**src/rtl/uart_rx_deserializer_pkg.sv**
```systemverilog
// uart_pkg: shared state type and line-level constants for the UART receive path.
package uart_pkg;

  typedef enum logic [1:0] {
    IDLE  = 2'd0,
    START = 2'd1,
    DATA  = 2'd2,
    STOP  = 2'd3
  } uart_rx_state_e;

  localparam int   UART_DATA_BITS   = 8;
  localparam logic UART_IDLE_LEVEL  = 1'b1;
  localparam logic UART_START_LEVEL = 1'b0;

endpackage

```
**src/rtl/uart_rx_deserializer_if.sv**
```systemverilog
// uart_rx_deserializer_if: byte-stream side of the UART receiver.
// master = receiver (produces bytes and status), slave = byte consumer.
interface uart_rx_deserializer_if;
  import uart_pkg::*;

  logic [UART_DATA_BITS-1:0] data;
  logic                      valid;
  logic                      ready;
  logic                      frame_err;
  logic                      overrun;
  logic                      busy;

  modport master (
    output data, valid, frame_err, overrun, busy,
    input  ready
  );

  modport slave (
    input  data, valid, frame_err, overrun, busy,
    output ready
  );

endinterface

```
**src/rtl/uart_rx_deserializer_sync.sv**
```systemverilog
// uart_rx_sync: two-flop synchronizer for the asynchronous serial line.
// Flops reset to the idle level so a reset never looks like a start bit.
module uart_rx_sync
  import uart_pkg::*;
(
  input  logic real_clk,
  input  logic real_rst,
  input  logic rx_in,
  output logic rx_out
);

  logic [1:0] sync_q;
  logic [1:0] sync_d;

  // shift the raw line into the two-stage chain
  always_comb begin
    sync_d = {sync_q[0], rx_in};
  end

  // synchronizer flops
  always_ff @(posedge real_clk or posedge real_rst) begin
    if (real_rst) sync_q <= {2{UART_IDLE_LEVEL}};
    else          sync_q <= sync_d;
  end

  assign rx_out = sync_q[1];

endmodule

```
**src/rtl/uart_rx_deserializer.sv**
```systemverilog
// uart_rx_deserializer: UART receiver for start(0), D7..D0 MSB first, stop(1).
// Delivers bytes on a valid/ready port, pulses frame_err on a bad stop bit and
// holds a sticky overrun flag when a byte arrives while the last is unread.
// Build option UART_RX_SYNC_EN: rx goes through a 2-flop synchronizer first
// (all latencies +2 cycles); without it rx must be synchronous to real_clk.
module uart_rx_deserializer
  import uart_pkg::*;
#(
  parameter int CLKS_PER_BIT = 1,
  parameter int DATA_BITS    = 8
) (
  input  logic                   real_clk,
  input  logic                   real_rst,
  input  logic                   rx,
  uart_rx_deserializer_if.master rx_if
);

  localparam int                 HALF       = (CLKS_PER_BIT - 1) / 2;
  localparam int                 CNT_W      = $clog2(CLKS_PER_BIT + 1);
  localparam logic [CNT_W-1:0]   CNT_RELOAD = CNT_W'(CLKS_PER_BIT - 1);
  localparam logic [CNT_W-1:0]   CNT_HALF   = CNT_W'((HALF == 0) ? 0 : HALF - 1);
  localparam logic [2:0]         IDX_MSB    = 3'(UART_DATA_BITS - 1);

  if (DATA_BITS != UART_DATA_BITS) begin : g_check_data_bits
    $error("uart_rx_deserializer: DATA_BITS must be %0d", UART_DATA_BITS);
  end
  if (CLKS_PER_BIT < 1) begin : g_check_clks_per_bit
    $error("uart_rx_deserializer: CLKS_PER_BIT must be >= 1");
  end

  logic rx_s;
`ifdef UART_RX_SYNC_EN
  uart_rx_sync u_rx_sync (
    .real_clk (real_clk),
    .real_rst (real_rst),
    .rx_in    (rx),
    .rx_out   (rx_s)
  );
`else
  assign rx_s = rx;
`endif

  uart_rx_state_e            state_q, state_d;
  logic [CNT_W-1:0]          cnt_q, cnt_d;
  logic [2:0]                idx_q, idx_d;
  logic [UART_DATA_BITS-1:0] shift_q, shift_d;
  logic [UART_DATA_BITS-1:0] data_q, data_d;
  logic                      valid_q, valid_d;
  logic                      frame_err_q, frame_err_d;
  logic                      overrun_q, overrun_d;
  logic                      frame_good;
  logic                      handshake;

  assign handshake = valid_q & rx_if.ready;

  // frame FSM plus counters, then the output/handshake register update
  always_comb begin
    state_d     = state_q;
    cnt_d       = cnt_q;
    idx_d       = idx_q;
    shift_d     = shift_q;
    data_d      = data_q;
    valid_d     = valid_q;
    overrun_d   = overrun_q;
    frame_err_d = 1'b0;
    frame_good  = 1'b0;

    unique case (state_q)
      IDLE: begin
        if (rx_s == UART_START_LEVEL) begin
          if (HALF == 0) begin
            state_d = DATA;
            cnt_d   = CNT_RELOAD;
            idx_d   = IDX_MSB;
          end else begin
            state_d = START;
            cnt_d   = CNT_HALF;
          end
        end
      end
      START: begin
        if (cnt_q == '0) begin
          if (rx_s == UART_START_LEVEL) begin
            state_d = DATA;
            cnt_d   = CNT_RELOAD;
            idx_d   = IDX_MSB;
          end else begin
            state_d = IDLE;
          end
        end else begin
          cnt_d = cnt_q - CNT_W'(1);
        end
      end
      DATA: begin
        if (cnt_q == '0) begin
          shift_d[idx_q] = rx_s;
          cnt_d          = CNT_RELOAD;
          if (idx_q == 3'd0) state_d = STOP;
          else               idx_d   = idx_q - 3'd1;
        end else begin
          cnt_d = cnt_q - CNT_W'(1);
        end
      end
      STOP: begin
        if (cnt_q == '0) begin
          state_d = IDLE;
          if (rx_s == UART_IDLE_LEVEL) frame_good  = 1'b1;
          else                         frame_err_d = 1'b1;
        end else begin
          cnt_d = cnt_q - CNT_W'(1);
        end
      end
      default: state_d = IDLE;
    endcase

    if (frame_good) begin
      if (!valid_q || handshake) begin
        data_d    = shift_q;
        valid_d   = 1'b1;
        overrun_d = 1'b0;
      end else begin
        overrun_d = 1'b1;
      end
    end else if (handshake) begin
      valid_d   = 1'b0;
      overrun_d = 1'b0;
    end
  end

  // state and datapath registers
  always_ff @(posedge real_clk or posedge real_rst) begin
    if (real_rst) begin
      state_q     <= IDLE;
      cnt_q       <= '0;
      idx_q       <= IDX_MSB;
      shift_q     <= '0;
      data_q      <= '0;
      valid_q     <= 1'b0;
      frame_err_q <= 1'b0;
      overrun_q   <= 1'b0;
    end else begin
      state_q     <= state_d;
      cnt_q       <= cnt_d;
      idx_q       <= idx_d;
      shift_q     <= shift_d;
      data_q      <= data_d;
      valid_q     <= valid_d;
      frame_err_q <= frame_err_d;
      overrun_q   <= overrun_d;
    end
  end

  assign rx_if.data      = data_q;
  assign rx_if.valid     = valid_q;
  assign rx_if.frame_err = frame_err_q;
  assign rx_if.overrun   = overrun_q;
  assign rx_if.busy      = (state_q != IDLE);

endmodule
```
**src/flat_wrapper.sv**
```systemverilog
// flat-port wrapper written by rule: the top's interface ports become plain ports
module uart_rx_deserializer_flat import uart_pkg::*;
#(
  parameter int CLKS_PER_BIT = 1,
  parameter int DATA_BITS    = 8
)
  (real_clk, real_rst, rx, rx_if_data, rx_if_valid, rx_if_frame_err, rx_if_overrun, rx_if_busy, rx_if_ready);
  uart_rx_deserializer_if rx_if_i ();
  input  logic real_clk;
  input  logic real_rst;
  input  logic rx;
  output wire logic [$bits(rx_if_i.data)-1:0] rx_if_data;
  output wire logic [$bits(rx_if_i.valid)-1:0] rx_if_valid;
  output wire logic [$bits(rx_if_i.frame_err)-1:0] rx_if_frame_err;
  output wire logic [$bits(rx_if_i.overrun)-1:0] rx_if_overrun;
  output wire logic [$bits(rx_if_i.busy)-1:0] rx_if_busy;
  input wire logic [$bits(rx_if_i.ready)-1:0] rx_if_ready;
  assign rx_if_data = rx_if_i.data;
  assign rx_if_valid = rx_if_i.valid;
  assign rx_if_frame_err = rx_if_i.frame_err;
  assign rx_if_overrun = rx_if_i.overrun;
  assign rx_if_busy = rx_if_i.busy;
  assign rx_if_i.ready = rx_if_ready;
  uart_rx_deserializer #(.CLKS_PER_BIT(CLKS_PER_BIT), .DATA_BITS(DATA_BITS)) u_core (.real_clk(real_clk), .real_rst(real_rst), .rx(rx), .rx_if(rx_if_i));
endmodule
```
**config.mk**
```make
export PLATFORM = sky130hd
export DESIGN_NAME = uart_rx_deserializer_flat
export DESIGN_NICKNAME = d
export VERILOG_FILES = /design/src/rtl/uart_rx_deserializer_pkg.sv /design/src/rtl/uart_rx_deserializer_if.sv /design/src/rtl/uart_rx_deserializer_sync.sv /design/src/rtl/uart_rx_deserializer.sv /design/src/flat_wrapper.sv
export SDC_FILE = /design/constraint.sdc
export NUM_CORES = 1
export LEC_CHECK = 0
export BUFFER_PORTS_ARGS = -buffer_cell sky130_fd_sc_hd__buf_2
export CAP_MARGIN = 20
export CORE_AREA = 2 2 65 42
export CTS_CLUSTER_DIAMETER = 80
export CTS_CLUSTER_SIZE = 24
export DETAILED_ROUTE_END_ITERATION = 8
export DIE_AREA = 0 0 67 44
export HOLD_SLACK_MARGIN = 0.12
export PLACE_DENSITY = 0.71
export SLEW_MARGIN = 20
export SYNTH_ARGS = -nofsm -noshare
export SYNTH_HDL_FRONTEND = slang
export SYNTH_HIERARCHICAL = 1
export SYNTH_SLANG_ARGS = --single-unit
```
**constraint.sdc**
```tcl
create_clock -name real_clk -period 1.6 [get_ports real_clk]
set_input_delay 0.16 -clock real_clk [delete_from_list [all_inputs] [get_ports real_clk]]
set_output_delay 0.16 -clock real_clk [all_outputs]
set_load 0.01 [all_outputs]
```
==> flow_summary.ini, run 1 <==
[clocking]
clock_sinks = 24
cts_resized = 0
clockBufferDepth = 2
cts_tree = done
clock_latency_ns = 0.26
h-tree-depth = 1
cts_root_buf = clkbuf_8
cts_made_buffers = 3
clk_pin_slew_worst_paths_ns = 0.08

[logic_synthesis]
synth_top_area_cell = dfrtp_1
netlist_instances = 86
synth_common_cells = dfrtp_1, mux2_2, inv_1
synth_top_area_share = 0.4767
ys_warn_count = 6
synthFlopType = dfrtp_1
synth_nets = 92
netlist_area_um2 = 1102
synthTopCellsByArea = dfrtp_1, mux2_2, dfstp_2
yosysSeqAreaShare = 0.5482
syn_area_per_cell_um2 = 12.82
async_flop_share = 1.000
synth_cell_type_count = 33
synth_edf_count = 0
synth.most_common_cell = dfrtp_1
yosys_register_bits = 24

[floorplanning]
start_util = 0.4627
fp-row-count = 14
dieHeight_um = 44
pin_count = 16
core-area_um2 = 2382
dieArea_um2 = 2948
dieWidth_um = 67

[route]
viasPerCell = 5.049
drt_first_pass_iters = 3
wl_um = 1880
wire_per_inst_um = 13.15
vias = 722
drtIter0Drc = 3
detail-route-antenna-nets = 0
remaining_drc_errors = 0

[layout]
final_util = 0.5615
drive_gt1_frac = 0.4324
multi_input_area_um2 = 451.7
area_delta_synth_final_pct = 21.34
seq_area_um2 = 604.3
n_antenna_cell = 0
num-fill-cells = 218
final_cell_area_um2 = 1338
final_nets = 118

[grt]
grt_max_degree = 25
grt_antenna_before_repair = 0
grtUsageTotal = 0.1535
grt_overflow_total = 0
grt_pass1_vias = 696
grt_pass1_wl_um = 3243

[sta]
setup_tns_ns = 0
worstMarginPinSlew_ns = 0.2994
rsz0062_at_grt = false
fin_skew_ns = 0.003404
max_slew_margin = 0.8004
timing.final.crit_share = 0.9626
setup_viol = 0
holdWs_ns = 0.2144
fmax_mhz = 649.3
period_minus_slack_ns = 1.540
maxSlewViolCount = 0
hold_viol_final = 0

[placement]
place_congestion = 0.7872
port_buffers = 15
place_area_um2 = 1227
place_hpwl_um = 1378

[critical_path]
crit_type = reg2reg
r2r_start = u_core/idx_q[0]
start_kind = flip-flop
rr_worst_depth = 5
worstPathMaxFanout = 5
reg2reg_to = u_core/idx_q[0]
crit_arrival_ns = 1.73
cp-end-kind = flip-flop
cp.required_ns = 1.79
r2r_slack_ns = 0.06

[worst_hold_path]
min_path_cells = 2
hold_start = rx
hp-class = in2reg
min_to = u_core/rx_if.frame_err

[run]
maxCapViolCount = 0

[pwr]
power_mw = 2.590
p_per_area_nw_per_um2 = 1936
p_leak_nw = 0.6270
ir_drop_v = 0.0009072

[run_status]
status = finished, final reports clean
layout by cell type, fill, tap and decap left out, drive strengths merged:
cell	instances
a21oi	2
dfrtp	21
nand2	4
or3	1
nor2	4
or2	1
inv	5
a21o	1
o21ai	2
nor2b	1
dlygate4sd3	2
nand3	3
o211ai	1
o32ai	1
nor3b	2
dfstp	3
and2	1
mux2i	1
nor3	2
a31oi	1
nand3b	3
clkbuf	4
and3b	1
nand2b	2
buf	23
mux2	16
ha	2
o311a	1
worst max-delay path, stage by stage, from the launching register on:
cell	delay [ns]
dfstp_2	0.55
inv_1	0.06
ha_1	0.20
nor2b_1	0.17
or3_1	0.32
a31oi_1	0.17
logic make-up (layout without fill, tap and decap cells):
logic type,count (synthesis),count (layout),share of synthesized area
buf+inv,9,34,0.04199
mux,17,17,0.1725
simple gates,25,25,0.1487
fa+ha+maj,2,2,0.02270
flops,24,24,0.5482
compound gates,9,9,0.06584
repair_timing:
action,CTS,global route
setup buffers,1,2
setup endpoints to repair,1,9
hold endpoints to repair,22,0
hold buffers,2,0
layer usage:
layer,global-route usage,vias up,routed length [um]
met2,0.2436,16,892
met5,0,-,0
met3,0.06234,0,103
met4,0.02449,0,0
met1,0.2037,361,884
li1,-,345,-
where the power goes:
part	internal, mW	switching (mW)
Combinational	0.601	0.483
Sequential	0.921	0.189
Clock	0.219	0.176
metrics by stage:
| step | setup WS [ns] | std cells |
|---|---|---|
| finish | 0.05992 | 143 |
| global route | 0.006959 | 143 |
| CTS | 0.003329 | 141 |
| detailed placement | -0.005084 | 134 |
| global placement | 0.07432 | 134 |
| floorplan | 0.07213 | 86 |
cell type report:
class / count / share of cell area
sequential: 24 / 0.4518
multi-input combinational: 53 / 0.3377
timing repair buffer: 25 / 0.1254
clock buffer: 4 / 0.04116
tap: 32 / 0.02993
inverter: 5 / 0.01403
registers in the layout, indices dropped and copies added, names as in the netlist:
name and count:
u_core/rx_if.frame_err 1, u_core/rx_if.overrun 1, u_core/idx_q 3, u_core/rx_if.data 8, u_core/state_q 2, u_core/shift_q 8
u_core/rx_if.valid 1
worst max path at each step:
stage                     from         endpoint  slack (ns)  cells after the start
4_1_cts        u_core/idx_q[1]  u_core/idx_q[0]       0.003                      5
2_1_floorplan  u_core/idx_q[0]  u_core/idx_q[0]        0.07                      5
6_report       u_core/idx_q[0]  u_core/idx_q[0]        0.06                      5
5_1_grt        u_core/idx_q[1]  u_core/idx_q[0]       0.007                      5
3_5_place_dp   u_core/idx_q[0]  u_core/idx_q[0]      -0.005                      5
3_3_place_gp   u_core/idx_q[0]  u_core/idx_q[0]        0.07                      5
(Power assumes the default switching activity.)
==> run 2, diff against run 1 <==
--- a/config.mk
+++ b/config.mk
@@ -8,11 +8,11 @@
 export BUFFER_PORTS_ARGS = -buffer_cell sky130_fd_sc_hd__buf_2
 export CAP_MARGIN = 20
-export CORE_AREA = 2 2 65 42
+export CORE_AREA = 2 2 49 51
 export CTS_CLUSTER_DIAMETER = 80
 export CTS_CLUSTER_SIZE = 24
 export DETAILED_ROUTE_END_ITERATION = 8
-export DIE_AREA = 0 0 67 44
+export DIE_AREA = 0 0 51 53
 export HOLD_SLACK_MARGIN = 0.12
-export PLACE_DENSITY = 0.71
+export PLACE_DENSITY = 0.72
 export SLEW_MARGIN = 20
 export SYNTH_ARGS = -nofsm -noshare
==> constraint.sdc (replaced) <==
create_clock -name real_clk -period 1.65 [get_ports real_clk]
set_input_delay 0.33 -clock real_clk [delete_from_list [all_inputs] [get_ports real_clk]]
set_output_delay 0.33 -clock real_clk [all_outputs]
set_load 0.01 [all_outputs]
==> run 2 against run 1 <==
Effect of this change:
- critical path depth shrank 2
- design area shrank 3.6%
- clock power shrank 22%
- sequential power is essentially flat
- via count grew 0.14%
- non-clock buffer count shrank 2
- flip-flop and latch count is the same
- hold slack lost 0.015 ns
- combinational power shrank 11%
- global-route usage grew 0.13 points
- largest cell class unchanged
==> flow_summary.ini, run 2 (synthesis gave the netlist of run 1 again) <==
[route]
vias = 723
detail-route-antenna-nets = 0
remaining_drc_errors = 0
viasPerCell = 5.277
wire_per_inst_um = 12.68
wl_um = 1737
drtIter0Drc = 7
drt_first_pass_iters = 6

[layout]
final_util = 0.5999
final_nets = 116
drive_gt1_frac = 0.4404
final_cell_mix = dfrtp_1, buf_2, mux2_2
final_cell_area_um2 = 1289
final_common_cell = dfrtp_1
num-fill-cells = 191
n_antenna_cell = 0
final_cells = 137
area_delta_synth_final_pct = 16.91

[placement]
place_hpwl_um = 1223
place_area_um2 = 1230
port_buffers = 15
place_congestion = 0.7181
dp_cells = 131

[pwr]
p_per_area_nw_per_um2 = 1833
p_leak_nw = 0.6054
ir_drop_v = 0.0009327

[clocking]
clk_pin_slew_worst_paths_ns = 0.13
cts_tree = done
clock_latency_ns = 0.31
h-tree-depth = 1
clockBufferDepth = 2
clock_sinks = 24
cts_made_buffers = 3
cts_root_buf = clkbuf_4

[floorplanning]
start_util = 0.5131
fp-row-count = 17
pin_count = 16
dieHeight_um = 53
dieWidth_um = 51
dieArea_um2 = 2703
core-area_um2 = 2148

[grt]
grt_max_degree = 25
grtUsageTotal = 0.1548
grt_overflow_total = 0
grt_antenna_before_repair = 0
grt_pass1_wl_um = 2994
grt_pass1_vias = 660

[run]
maxCapViolCount = 0

[critical_path]
start_kind = flip-flop
critical_path.top_delay_family = flip-flops
cp_num_buf_inv = 2
cpPeakStageDelay_ns = 0.42
cp.required_ns = 1.32
crit_arrival_ns = 1.27
critPathSlowestCell = dfrtp_1
path_cells = buf_6 > or2_2 > buf_2
cp-end-kind = primary output
crit_type = reg2out
worstPathMaxFanout = 3

[sta]
holdWs_ns = 0.1999
max_slew_margin = 0.7941
setup_tns_ns = 0
period_minus_slack_ns = 1.597
setup_viol = 0
fmax_mhz = 626.0
timing.final.crit_share = 0.9681
rsz0062_at_grt = false
fin_skew_ns = 0.007714
worstMarginPinSlew_ns = 0.3082
maxSlewViolCount = 0
hold_viol_final = 0

[worst_hold_path]
hp-class = in2reg

[run_status]
status = finished, final reports clean
[run 2: worst paths after layout]
| check | slack (ns) | endpoint | depth (start not counted) | from |
|---|---|---|---|---|
| max reg2reg | 0.09 | u_core/idx_q[0] | 5 | u_core/idx_q[0] |
| min reg2reg | 0.50 | u_core/shift_q[4] | 1 | u_core/shift_q[4] |
| max in group asynchronous | 0.78 | u_core/idx_q[1] | 4 | real_rst |
| min | 0.20 | u_core/rx_if.overrun | 2 | rx_if_ready |
| max | 0.05 | rx_if_busy | 3 | u_core/state_q[1] |
| min in group asynchronous | 0.58 | u_core/shift_q[2] | 4 | real_rst |
[run 2: cell type report]
type / instances / area [um2] / share of cell area
Sequential cell: 24 / 605.6 / 0.4699
Timing Repair Buffer: 23 / 141.4 / 0.1097
Tap cell: 28 / 35.03 / 0.02718
Multi-Input combinational cell: 53 / 451.7 / 0.3505
Inverter: 5 / 18.77 / 0.01456
Clock buffer: 4 / 36.28 / 0.02816
[run 2: report_power, final]
group	internal, mW	switching [mW]	total, mW	leakage [nW]
Sequential	0.893	0.204	1.10	0.287
Clock	0.135	0.173	0.308	0.0210
Combinational	0.541	0.416	0.957	0.297
[run 2: routing by layer]
layer | track usage | routed length, um
met3 | 0.02542 | 61
met2 | 0.2424 | 842
met1 | 0.2007 | 797
met5 | 0 | 0
met4 | 0.09459 | 36
[run 2: what timing repair did]
action / in CTS / in global routing
endpoints found under the setup margin: 1 / 10
setup buffers: 0 / 1
gates resized for setup: 1 / 1
endpoints found under the hold margin: 21 / 0
pin swaps: 0 / 1
hold buffers: 1 / 0
gates cloned: 0 / 0
[run 2: per-stage QoR]
step | power (mW) | setup WS, ns
detailed placement | 2.074 | 0.07513
floorplan | 1.787 | 0.1221
global route | 2.557 | 0.005553
global placement | 2.021 | 0.1271
CTS | 2.388 | 0.001637
finish | 2.362 | 0.05267
==> run 3, diff against run 2 <==
SYNTH_HIERARCHICAL = unset   (was 1)
==> run 3 against run 2 <==
Effect of this change:
- die area is the same
- worst setup slack gained 0.021 ns
- utilization shrank 0.70 points
- flip-flop and latch count is the same
- register-to-register slack is essentially flat
- largest cell class unchanged
- global-route usage grew 0.60 points
- total power grew 4.8%
- largest power group unchanged
- area after synthesis shrank 0.57%
- cell count shrank 2.9%
- highest routed layer unchanged
- via count shrank 2.6%
- hold slack lost 0.017 ns
==> flow_summary.ini, run 3 <==
[run_status]
status = finished, final reports clean

[clocking]
clock_latency_ns = 0.33
clockBufferDepth = 2
cts_made_buffers = 3
cts_tree = done
clk_pin_slew_worst_paths_ns = 0.14
clock_sinks = 24
h-tree-depth = 1
cts_root_buf = clkbuf_4

[pwr]
ir_drop_v = 0.001018
p_per_area_nw_per_um2 = 1944
power_mw = 2.476
p_leak_nw = 0.5918

[layout]
final_common_cell = dfrtp_1
drive_gt1_frac = 0.4762
area_delta_synth_final_pct = 16.21
n_antenna_cell = 0
final_cell_area_um2 = 1274
final_nets = 112
final_cell_mix = dfrtp_1, mux2_2, buf_2
final_util = 0.5929

[sta]
fmax_mhz = 634.3
fin_skew_ns = 0.01813
rsz0062_at_grt = false
max_slew_margin = 0.7958
hold_viol_final = 0
timing.final.crit_share = 0.9555
setup_tns_ns = 0
setup_viol = 0
worstMarginPinSlew_ns = 0.3056
period_minus_slack_ns = 1.577
maxSlewViolCount = 0

[critical_path]
cpPeakStageDelay_ns = 0.51
crit_type = reg2out
reg2reg_to = u_core.idx_q[2]
worstPathMaxFanout = 10
r2r_start = u_core.idx_q[1]
r2r_slack_ns = 0.09
path_cells = or2_2 > buf_2
start_kind = flip-flop
critical_path.top_delay_family = flip-flops
cp-end-kind = primary output
rr_worst_depth = 4
critPathSlowestCell = dfrtp_2
crit_arrival_ns = 1.25
cp.required_ns = 1.32
cp_num_buf_inv = 1

[worst_hold_path]
hp-class = in2reg
min_path_cells = 2
min_to = u_core.rx_if.overrun
hold_start = rx_if_ready

[logic_synthesis]
synth_cell_type_count = 27
synthFlopType = dfrtp_1
synthAdderAreaFrac = 0.02283
synth_top_area_share = 0.4795
muxShareOfSynthArea = 0.1826
netlist_instances = 85
yosys_register_bits = 24
syn_area_per_cell_um2 = 12.89
synthSimpleGateAreaFrac = 0.1427
synth_nets = 91
synth_top_area_cell = dfrtp_1
synth.most_common_cell = dfrtp_1
synth_common_cells = dfrtp_1, mux2_2, inv_1
synth_top_family_by_area = multiplexers
ys_warn_count = 0
netlist_area_um2 = 1096
yosysSeqAreaShare = 0.5514
synthTopCellsByArea = dfrtp_1, mux2_2, dfstp_2
synth_compound_area_frac = 0.05137
synthXorXnorAreaFrac = 0
async_flop_share = 1.000
synth_edf_count = 0

[grt]
grtUsageTotal = 0.1608
grt_antenna_before_repair = 0
grt_pass1_vias = 664
grt_overflow_total = 0
grt_max_degree = 25
grt_pass1_wl_um = 3105

[floorplanning]
fp-row-count = 17
pin_count = 16
dieWidth_um = 51
dieArea_um2 = 2703
core-area_um2 = 2148
start_util = 0.5102
dieHeight_um = 53

[placement]
place_hpwl_um = 1235
place_area_um2 = 1186
port_buffers = 15
place_congestion = 0.7452

[route]
remaining_drc_errors = 0
detail-route-antenna-nets = 0
drt-met1-wl_um = 802
wire_per_inst_um = 13.42
drtIter0Drc = 22
highest-signal-layer = met4
drt_first_pass_iters = 4
vias = 704
dr_wl_met3_um = 78
wl_met2_um = 878
wl_um = 1785
viasPerCell = 5.293

[run]
maxCapViolCount = 0
==> run 3: cell count changes in the layout (fill, tap and decap cells not counted), sizes merged, moves of 2 or more <==
cell / change
buf: -2
nand2: -2
a211oi: +2
a21oi: +2
==> run 3: worst reg2reg max path: stages, from the launching register on <==
cell,delay [ns]
dfstp_2,0.63
inv_1,0.10
ha_1,0.20
or4_1,0.46
nand3b_1,0.10
==> run 3: how the worst max path moves through the flow <==
stage | from | endpoint | cells past startpoint
final | u_core.state_q[1] | rx_if_busy | 2
after global placement | u_core.idx_q[1] | u_core.idx_q[2] | 4
after CTS | u_core.state_q[1] | rx_if_busy | 2
after global routing | u_core.state_q[1] | rx_if_busy | 2
after detailed placement | u_core.idx_q[1] | u_core.idx_q[2] | 4
after floorplan | u_core.idx_q[1] | u_core.idx_q[2] | 5
==> run 3: final cells by class <==
cell class                      count  area [um2]
Fill cell                         185       874.6
Timing Repair Buffer               21       122.6
Tap cell                           28       35.03
Clock inverter                      1       30.03
Sequential cell                    24       606.8
Clock buffer                        3       22.52
Inverter                            5       18.77
Multi-Input combinational cell     51       437.9
==> run 3: where the power goes <==
| group | internal, mW | switching [mW] |
|---|---|---|
| Combinational | 0.504 | 0.413 |
| Sequential | 0.899 | 0.232 |
| Clock | 0.246 | 0.182 |
| Total | 1.65 | 0.827 |
==> run 3: repair_timing <==
action | CTS | global route
setup buffers | 0 | 3
hold endpoints to repair | 21 | 0
setup endpoints to repair | 1 | 1
cloned | 0 | 0
hold buffers | 1 | 0
gates resized for setup | 1 | 1
==> run 3: stage by stage <==
step           hold slack [ns]  instances  setup WS [ns]
2_1_floorplan           0.3424         85         0.1309
3_3_place_gp            0.3827        125         0.1894
3_5_place_dp            0.3896        125         0.1299
4_1_cts                 0.1803        130       0.005810
5_1_grt                 0.1808        133       0.006440
6_report                0.1834        133        0.07348
==> run 3: logic make-up (layout without fill, tap and decap cells) <==
logic type,after synthesis,after routing
flops,24,24
simple gates,23,23
mux,18,18
buf+inv,10,30
compound gates,8,8
fa+ha+maj,2,2
==> run 3: metal layers <==
metal  track usage  vias up
li1              -      339
met1        0.2007      342
met2        0.2641       19
met3       0.03390        4
met4       0.08108        0
met5             0        -
